--- config.mk ---
export PLATFORM = sky130hd
export DESIGN_NAME = gpu_pixel_writer
export DESIGN_NICKNAME = d
export VERILOG_FILES = /design/src/rtl/gpu_pixel_writer.sv
export SDC_FILE = /design/constraint.sdc
export NUM_CORES = 1
export LEC_CHECK = 0
export ABC_AREA = 1
export CORE_UTILIZATION = 50
export CTS_BUF_LIST = sky130_fd_sc_hd__clkbuf_4
export DETAILED_ROUTE_END_ITERATION = 7
export GPL_ROUTABILITY_DRIVEN = 0
export PLACE_DENSITY = 0.72
export SYNTH_ARGS = -nofsm -noshare
export SYNTH_HDL_FRONTEND = slang
export SYNTH_SLANG_ARGS = --single-unit
export TNS_END_PERCENT = 50
--- constraint.sdc ---
create_clock -name clk -period 5.65 [get_ports clk]
set_input_delay 0.565 -clock clk [delete_from_list [all_inputs] [get_ports clk]]
set_output_delay 0.565 -clock clk [all_outputs]
set_load 0.02 [all_outputs]
--- src/rtl/gpu_pixel_writer.sv ---
// gpu_pixel_writer: clips decoder pixels, queues linear framebuffer addresses and drains them over req/ack.
// Optional GPU_PIXEL_WRITER_STATS_EN adds saturating written/clipped pixel counters.
module gpu_pixel_writer #(
    parameter int unsigned SCREEN_WIDTH  = 640,
    parameter int unsigned SCREEN_HEIGHT = 480,
    parameter int unsigned FIFO_DEPTH    = 4,
    parameter int unsigned ADDR_BITS     = 19,
    parameter int unsigned COLOR_BITS    = 24,
    parameter int unsigned WIDTH_BITS    = $clog2(SCREEN_WIDTH),
    parameter int unsigned HEIGHT_BITS   = $clog2(SCREEN_HEIGHT)
) (
    input  logic                  clk,
    input  logic                  n_rst,
    input  logic [WIDTH_BITS-1:0] x_i,
    input  logic [HEIGHT_BITS-1:0] y_i,
    input  logic                  data_ready_i,
    input  logic [COLOR_BITS-1:0] color_i,
    output logic                  stall_o,
    output logic                  mem_wr_req_o,
    output logic [ADDR_BITS-1:0]  mem_addr_o,
    output logic [COLOR_BITS-1:0] mem_data_o,
    input  logic                  mem_ack_i,
    output logic                  overflow_o,
    output logic                  idle_o
`ifdef GPU_PIXEL_WRITER_STATS_EN
    ,
    output logic [15:0]           pix_written_o,
    output logic [15:0]           pix_clipped_o
`endif
);
    localparam int unsigned PW = $clog2(FIFO_DEPTH);

    typedef enum logic [1:0] {IDLE, WRITE, DONE} state_t;

    state_t                state, state_n;
    logic [PW:0]           wptr, rptr;
    logic [ADDR_BITS-1:0]  addr_mem [FIFO_DEPTH];
    logic [COLOR_BITS-1:0] color_mem [FIFO_DEPTH];
    logic [ADDR_BITS-1:0]  addr;
    logic                  empty, full, clip, push, pop;

    // Pointers carry an extra wrap bit so full and empty differ only in the MSB
    assign empty   = wptr == rptr;
    assign full    = (wptr[PW] != rptr[PW]) && (wptr[PW-1:0] == rptr[PW-1:0]);
    assign clip    = (32'(x_i) >= SCREEN_WIDTH) || (32'(y_i) >= SCREEN_HEIGHT);
    assign push    = data_ready_i && !full && !clip;
    assign addr    = ADDR_BITS'((ADDR_BITS+1)'(y_i) * (ADDR_BITS+1)'(SCREEN_WIDTH) + (ADDR_BITS+1)'(x_i));
    assign stall_o = full;

    always_ff @(posedge clk) begin
        if (push) begin
            addr_mem[wptr[PW-1:0]]  <= addr;
            color_mem[wptr[PW-1:0]] <= color_i;
        end
    end

    always_comb begin
        pop     = (state == IDLE) && !empty;
        state_n = state;
        if (pop)
            state_n = WRITE;
        else if (state == WRITE && mem_ack_i)
            state_n = DONE;
        else if (state == DONE)
            state_n = IDLE;
    end

    always_ff @(posedge clk or negedge n_rst) begin
        if (!n_rst) begin
            state        <= IDLE;
            wptr         <= '0;
            rptr         <= '0;
            mem_wr_req_o <= 1'b0;
            mem_addr_o   <= '0;
            mem_data_o   <= '0;
            overflow_o   <= 1'b0;
            idle_o       <= 1'b1;
        end else begin
            state        <= state_n;
            wptr         <= wptr + (PW+1)'(push);
            rptr         <= rptr + (PW+1)'(pop);
            mem_wr_req_o <= state_n == WRITE;
            overflow_o   <= overflow_o || (data_ready_i && full);
            idle_o       <= empty && (state == IDLE);
            if (pop) begin
                mem_addr_o <= addr_mem[rptr[PW-1:0]];
                mem_data_o <= color_mem[rptr[PW-1:0]];
            end
        end
    end

`ifdef GPU_PIXEL_WRITER_STATS_EN
    always_ff @(posedge clk or negedge n_rst) begin
        if (!n_rst) begin
            pix_written_o <= '0;
            pix_clipped_o <= '0;
        end else begin
            if (state == WRITE && mem_ack_i && pix_written_o != '1)
                pix_written_o <= pix_written_o + 16'd1;
            if (data_ready_i && !full && clip && pix_clipped_o != '1)
                pix_clipped_o <= pix_clipped_o + 16'd1;
        end
    end
`endif
endmodule

== After elaboration in Yosys (flattened, before gate mapping) ==
Memories as Yosys holds them, arrays and structs flattened. A register that Yosys moved wholly into a read port is not among the register bits.
Cells that the tools add are included.

* Bits in registers: 11
* Bits in latches: 0
* RAM bits: 172
* ROM bits: 0
* Bits of input ports: 47
* Output and inout port bits: 47
* Logic and storage cells: 40
* Memories: 2

* $add $sub $neg: 3
* Multiply operators: 1
* Divide/modulo/power cells: 0
* $lt $le $gt $ge: 2
* Equality and inequality tests: 6
* Shift operators: 0
* Muxes and demuxes: 5
* Bitwise logic cells: 0
* Reductions and logical operators: 15

{| class="wikitable"
|+ Memories
! name !! depth !! bits a word !! rd ports !! clocked after Yosys merged registers in !! wr ports !! RTL line !! RTL
|-
| color_mem || 4 || 24 || 1 || 1 || 1 || 38 || <nowiki>logic [COLOR_BITS-1:0] color_mem [FIFO_DEPTH];</nowiki>
|-
| addr_mem || 4 || 19 || 1 || 1 || 1 || 37 || <nowiki>logic [ADDR_BITS-1:0] addr_mem [FIFO_DEPTH];</nowiki>
|}

{| class="wikitable"
|+ Operators by type and width
! operator !! count
|-
| $add A19 B10 Y19 || 1
|-
| $mul A9 B3 Y12 const B || 1
|-
| $ge A10 B10 Y1 const B || 1
|-
| $ge A9 B9 Y1 const B || 1
|-
| $logic_and A1 B1 Y1 || 7
|-
| $add A3 B1 Y3 || 2
|-
| $mux W2 || 3
|-
| $logic_not A1 Y1 || 5
|-
| $eq A2 B1 Y1 const B || 2
|-
| $eq A3 B3 Y1 || 1
|-
| $eq A2 B2 Y1 || 1
|-
| $eq A2 B2 Y1 const B || 1
|-
| $logic_not A2 Y1 || 1
|-
| $logic_or A1 B1 Y1 || 2
|-
| $mux W1 || 2
|-
| $ne A1 B1 Y1 || 1
|}

== Depth between registers and ports, before layout ==
* Depth after elaboration: 7
* Depth in mapped cells: 13
* Gate-level depth less buffers: 13

== Least setup slack after synthesis ==
Ideal clock, no wire load.

* Kind: register to register
* Start point: register rptr[0]
* End point: memory addr_mem[1][0], enable pin
* Setup time: 0.497 ns
* Arrival time: 3.887 ns
* Required time: 5.153 ns
* Path slack: 1.266 ns
* Cell stages (with the launch flop): 6
* Path buffers: 1
* Clock period less this slack: 4.384 ns
* Path through: dfrtp_1 -> buf_4 -> xnor2_2 -> nand3_1 -> nand4_1 -> nor3_1

* Word-level cells in the longest chain between the ends: 7

{| class="wikitable"
|+ Ends and longest elaborated chain
! element !! RTL line !! RTL
|-
| from (decl) || 36 || <nowiki>logic [PW:0] wptr, rptr;</nowiki>
|-
| from (signal assigned) || 81 || <nowiki>rptr <= rptr + (PW+1)'(pop);</nowiki>
|-
| $eq A2 B2 Y1 || 44 || <nowiki>assign full = (wptr[PW] != rptr[PW]) && (wptr[PW-1:0] == rptr[PW-1:0]);</nowiki>
|-
| $logic_and A1 B1 Y1 || 44 ||
|-
| $logic_not A1 Y1 || 46 || <nowiki>assign push = data_ready_i && !full && !clip;</nowiki>
|-
| $logic_and A1 B1 Y1 (2 in a row) || 46 ||
|-
| $mux W1 || 51 || <nowiki>if (push) begin</nowiki>
|-
| $mux W1 (implied by the code) || 52 || <nowiki>addr_mem[wptr[PW-1:0]] <= addr;</nowiki>
|-
| to (decl) || 37 ||
|}

Every way passes these cells.

== Worst setup path in the final report ==
* Start point: register rptr[2]
* End point: memory addr_mem[2][16], enable pin

* Word-level cells in the longest chain between the ends: 7

{| class="wikitable"
|+ Ends and longest elaborated chain
! element !! RTL line
|-
| $ne A1 B1 Y1 || 44
|-
| $logic_and A1 B1 Y1 || 44
|-
| $logic_not A1 Y1 || 46
|-
| $logic_and A1 B1 Y1 (2 in a row) || 46
|-
| $mux W1 || 51
|-
| $mux W1 (implied by the code) || 52
|}

Every way passes these cells.

==> impl_metrics.env <==
export IMPL_worstSetupStartpoint="rptr[2]$_DFF_PN0_"
export IMPL_cts_num_sinks=226
export IMPL_core_um2=18020
export IMPL_routed_via_count=5903
export IMPL_syn_mean_instance_area_um2=11.97
export IMPL_ys_seq_area_share_pct=70.70
export IMPL_cell_count_of_the_worst_reg_to_reg_path=6
export IMPL_critical_path_end_type="register"
export IMPL_post_cts_repair_setup_buffers=0
export IMPL_design_final_nets=964
export IMPL_synth_net_count=840
export IMPL_critical_path_peak_fanout=36
export IMPL_drtPass1Iterations=5
export IMPL_floorplan_initialDensity_pct=51.15
export IMPL_final_routed_drc_violation_total=0
export IMPL_register_to_register_setup_slack_ns=2.81
export IMPL_holdCritPathClass="in -> async"
export IMPL_tritoncts="yes"
export IMPL_final_layout_size_suffix_gt1_share_pct=12.45
export IMPL_syn_area_um2=9219
export IMPL_crit_reg2reg_capture="addr_mem[2][16]$_DFFE_PP_"
export IMPL_numCtsBuffers=54
export IMPL_p_leak_nw=4.178
export IMPL_power_report_internal_total_mw=3.667
export IMPL_reg2reg_from="rptr[2]$_DFF_PN0_"
export IMPL_seq_cells_post_synth=226
export IMPL_grt_util_met2_pct=34.65
export IMPL_switchingPower_mw=2.080
export IMPL_start_kind="register"
export IMPL_die_x_um=137.8
export IMPL_power_mw=5.747
export IMPL_grt_pass1_vias=5711
export IMPL_ctsRootBufferMaster="clkbuf_4"
export IMPL_detailedRoute_firstIterationViolations=312
export IMPL_yosysUniqueCellTypes=31
export IMPL_worstSkewPairLatency_ns=0.65
export IMPL_worst_endpoint_required_time_ns=5.90
export IMPL_final_cell_mix="nor2_1, edfxtp_1, clkdlybuf4s50_1, o21ai_0, clkbuf_4"
export IMPL_dpl_hpwl_um=10290
export IMPL_finalHoldViolations=0
export IMPL_postcts_resize_cnt=0
export IMPL_seq_power_share_pct=41.5
export IMPL_wire_length_of_the_first_global_routing_pass_um=28520
export IMPL_max_cap_violations=0
export IMPL_globalRouteOverflowTotal=0
export IMPL_worst_slew_pin_slew_ns=0.9554
export IMPL_timing_setup_tns_ns=0
export IMPL_synthCells=770
export IMPL_grtUsageMet3_pct=4.121
export IMPL_clock_skew_final_ns=0.04025
export IMPL_criticalPathCategory="reg -> reg"
export IMPL_most_common_cell_after_layout_fill_and_taps_aside="nor2_1"
export IMPL_ir_drop_worst_vdd_uv=273.5
export IMPL_period_share_pct=50.23
export IMPL_synth_top_area_share_pct=56.03
export IMPL_synth_top_area_cell="edfxtp_1"
export IMPL_combPwrFrac_pct=35.9
export IMPL_cts_path_max_buffers=3
export IMPL_viasPerCell=5.045
export IMPL_synthTopCellsByArea="edfxtp_1, dfrtp_1, nor2_1"
export IMPL_fp_dieH_um=137.8
export IMPL_fmaxAchievable_mhz=352.4
export IMPL_postRouteWirelength_um=17900
export IMPL_placement_rows=49
export IMPL_boundaryPins=94
export IMPL_report_final_setup_viol=0
export IMPL_netSwitchingFraction_pct=36.19
export IMPL_crit_arrival_ns=3.09
export IMPL_grt_max_degree=89
export IMPL_fillCellCount=1454
export IMPL_slew_headroom_pct=36.31
export IMPL_rsz0062_at_grt="no"
export IMPL_clk_transition_reported_paths_ns=0.07
export IMPL_synthToLayoutAreaGrowth_pct=19.98
export IMPL_wl_per_cell_um=15.30
export IMPL_antenna_violations_before_repair=1
export IMPL_power_per_cell_area_nw_per_um2=519.6
export IMPL_cts_hold_repair_buffers=0
export IMPL_clock_tree_htree_level_count=2
export IMPL_io_buffers=93
export IMPL_busiest_layer="met2"
export IMPL_globalRouteMet1Util_pct=24.44
export IMPL_drv_slew=0
export IMPL_number_of_nets_with_antenna_violations_after_routing=0
export IMPL_post_route_min_period_ns=2.838
export IMPL_status="complete, no violations"
export IMPL_gr_usage_all_layers_pct=19.90
export IMPL_synth_yosys_warnings=0
export IMPL_fp_dieArea_um2=18980
export IMPL_clock_power_share_pct=22.7
cell type report:
| class | instances | area, µm² | share of cell area, % |
|---|---|---|---|
| Inverter | 32 | 120.1 | 1.086 |
| Timing Repair Buffer | 105 | 1016 | 9.185 |
| Clock inverter | 23 | 112.6 | 1.018 |
| Clock buffer | 79 | 593.1 | 5.362 |
| Tap cell | 229 | 286.5 | 2.591 |
| Antenna cell | 1 | 2.502 | 0.02262 |
| Sequential cell | 226 | 6523 | 58.97 |
| Multi-Input combinational cell | 475 | 2407 | 21.76 |
how the worst max path moves through the flow:
stage	endpoint	slack, ns	cells after the start
floorplan	addr_mem[1][0]$_DFFE_PP_	1.27	5
global placement	addr_mem[0][17]$_DFFE_PP_	2.51	12
detailed placement	addr_mem[1][17]$_DFFE_PP_	2.48	12
CTS	stall_o	2.80	4
global route	addr_mem[2][9]$_DFFE_PP_	2.65	6
finish	addr_mem[2][16]$_DFFE_PP_	2.81	6
critical path, cell delays in order (launching register included):
cell	delay, ns
dfrtp_1	0.41
xnor2_1	0.25
inv_1	0.06
nand3_1	0.17
nand4_1	0.35
nor3_2	0.59
buf_4	0.57
flip-flops by register name, indices dropped and copies added (netlist names):
name          flops
mem_addr_o       19
wptr              3
mem_data_o       24
color_mem        96
overflow_o        1
mem_wr_req_o      1
idle_o            1
addr_mem         76
state             2
rptr              3
metal layers:
layer	part of all wire, %	routed length, µm	up-vias
met5	0	0	-
met4	1.1	199	0
met3	4.1	740	17
met2	51	9132	136
met1	44	7832	2781
li1	-	-	2969
cell usage after synthesis:
cell type / instances
nor2_1: 225
edfxtp_1: 172
o21ai_0: 87
dfrtp_1: 53
nand2_1: 47
a31oi_1: 43
inv_1: 27
ha_1: 21
clkbuf_1: 18
nand3_1: 13
buf_2: 11
buf_6: 5
inv_2: 5
nor3_1: 5
xnor2_1: 5
xor2_1: 5
a21oi_1: 4
nand4_1: 4
nand2_2: 3
nand3_2: 3
buf_1: 2
fa_1: 2
xnor2_2: 2
a21o_1: 1
buf_4: 1
dfstp_2: 1
nand3b_1: 1
nor2_4: 1
o21a_1: 1
o21ai_1: 1
xor2_2: 1
metrics by stage:
step           hold WS (ns)  cells  util [%]  setup WS [ns]  instance area [µm²]
2_1_floorplan        0.2694    770         -          1.266                 9219
3_3_place_gp         0.4304   1067     57.43          2.512                10350
3_5_place_dp         0.4328   1067     57.43          2.483                10350
4_1_cts             0.07422   1169     61.35          2.800                11060
5_1_grt              0.1233   1170     61.36          2.654                11060
6_report            0.08236   1170     61.36          2.812                11060
cells by family (layout without fill, tap and decap cells):
family	Yosys count	after routing	share of synthesized area, %
AND/OR/NAND/NOR	302	302	13.06
AO/OA/AOI/OAI	137	137	8.076
flip-flops	226	226	70.70
XOR/XNOR	13	13	1.479
buffers and inverters	69	239	3.407
adder cells (fa/ha/maj)	23	23	3.284
other	0	1	0
power groups by stage:
stage | logic, mW | registers [mW] | clock network, mW
floorplan | 1.23 | 2.59 | 0
global route | 2.31 | 2.42 | 1.42
global placement | 2.05 | 2.41 | 0
detailed placement | 2.09 | 2.42 | 0
finish | 2.06 | 2.38 | 1.30
CTS | 2.10 | 2.39 | 1.33
(Power assumes the default switching activity.)
==> patch: new RTL, config.mk and constraints unchanged <==
Change the parameter `SCREEN_HEIGHT` from 480 to 1920.
--- a/src/rtl/gpu_pixel_writer.sv
+++ b/src/rtl/gpu_pixel_writer.sv
@@ -2,7 +2,7 @@
 // Optional GPU_PIXEL_WRITER_STATS_EN adds saturating written/clipped pixel counters.
 module gpu_pixel_writer #(
     parameter int unsigned SCREEN_WIDTH  = 640,
-    parameter int unsigned SCREEN_HEIGHT = 480,
+    parameter int unsigned SCREEN_HEIGHT = 1920,
     parameter int unsigned FIFO_DEPTH    = 4,
     parameter int unsigned ADDR_BITS     = 19,
     parameter int unsigned COLOR_BITS    = 24,
Ports: changed (resized y_i); port bits go from 94 to 96. The function was not compared with the original's and may differ.
==> patch against the original RTL <==
The run now ends with design-rule violations left; total power is 0.29% lower; routed wire length grew 1.1%; clock skew down 0.0092 ns; sequential cell count did not move; count of clock-buffer cells in the layout is 1 higher; core utilization grew 0.11 points; synthesized area up 0.54%; sequential share of layout area down 0.31 points; design area up 0.52%; setup slack got worse by 0.54 ns; critical path depth fell by 2; combinational power decreased by 4%; first-iteration DRC count down 2.6%; critical endpoint is now stall_o; highest routed layer is now met5.
==> patch: results (changes against the original RTL) <==
metric,value,unit,change
via_per_inst,5.11,,was 5.05
dpl_cell_area,10400,sq um,about the same
num-fill-cells,1430,,was 1454
yosysUniqueCellTypes,30,,was 31
grt_pass1_wl,29300,microns,was 28500 microns
port_buffers,95,,was 93
outcome,"complete, but fails checks",,was finished clean
worst-path-max-fanout,89,,was 36
drive_above_1_share,12.0,%,was 12.4%
grt_max_degree,90,,was 89
dpl_worst_slack,2.36,ns,was 2.48 ns
p_comb,0.00197,W,was 0.00206 W
synthXorXnorAreaFrac,1.48,%,about the same
synth_compound_area_share,8.37,%,was 8.08%
drc,6,,was 0
wl,18100,microns,was 17900 microns
timing_worst_slew_pin_value,0.989,ns,was 0.955 ns
failed_checks,design-rule violations,,
hpwl,10600,microns,was 10300 microns
fin_nets,980,,was 964
ys_seq_area_share,70.3,%,was 70.7%
crit_path_top_delay_cell,dfrtp_4,,was nor3_2
p_switching,0.00209,W,was 0.00208 W
first_pass_iters,6,,was 5
synth_nets,854,,was 840
-- patch: worst paths after layout --
check,cells past startpoint,slack [ns],to,start
setup reg to reg,5,2.49,addr_mem[2][16],rptr[0]
hold / removal,2,0.09,mem_addr_o[18],n_rst
hold reg to reg,1,0.45,idle_o,state[1]
setup / recovery,4,2.27,stall_o,rptr[0]
max in group asynchronous,2,4.96,rptr[0],n_rst
min in group clk,1,0.45,idle_o,state[1]
-- patch: layer usage --
metal | track usage [%] | vias to the layer above | part of all wire, %
li1 | - | 3011 | -
met1 | 24.3 | 2829 | 42
met5 | 0 | - | 0.061
met4 | 8.46 | 2 | 2.2
met2 | 33.5 | 150 | 50
met3 | 4.43 | 39 | 5.3
-- patch: layout make-up --
type                    instances  share of cell area [%]
flip-flops and latches        226                    58.7
diodes                          1                  0.0225
well taps                     229                    2.58
clock buffers                  80                    5.40
multi-input cells             482                    22.1
clock inverters                23                   0.878
inverters                      34                    1.15
repair buffers                106                    9.25
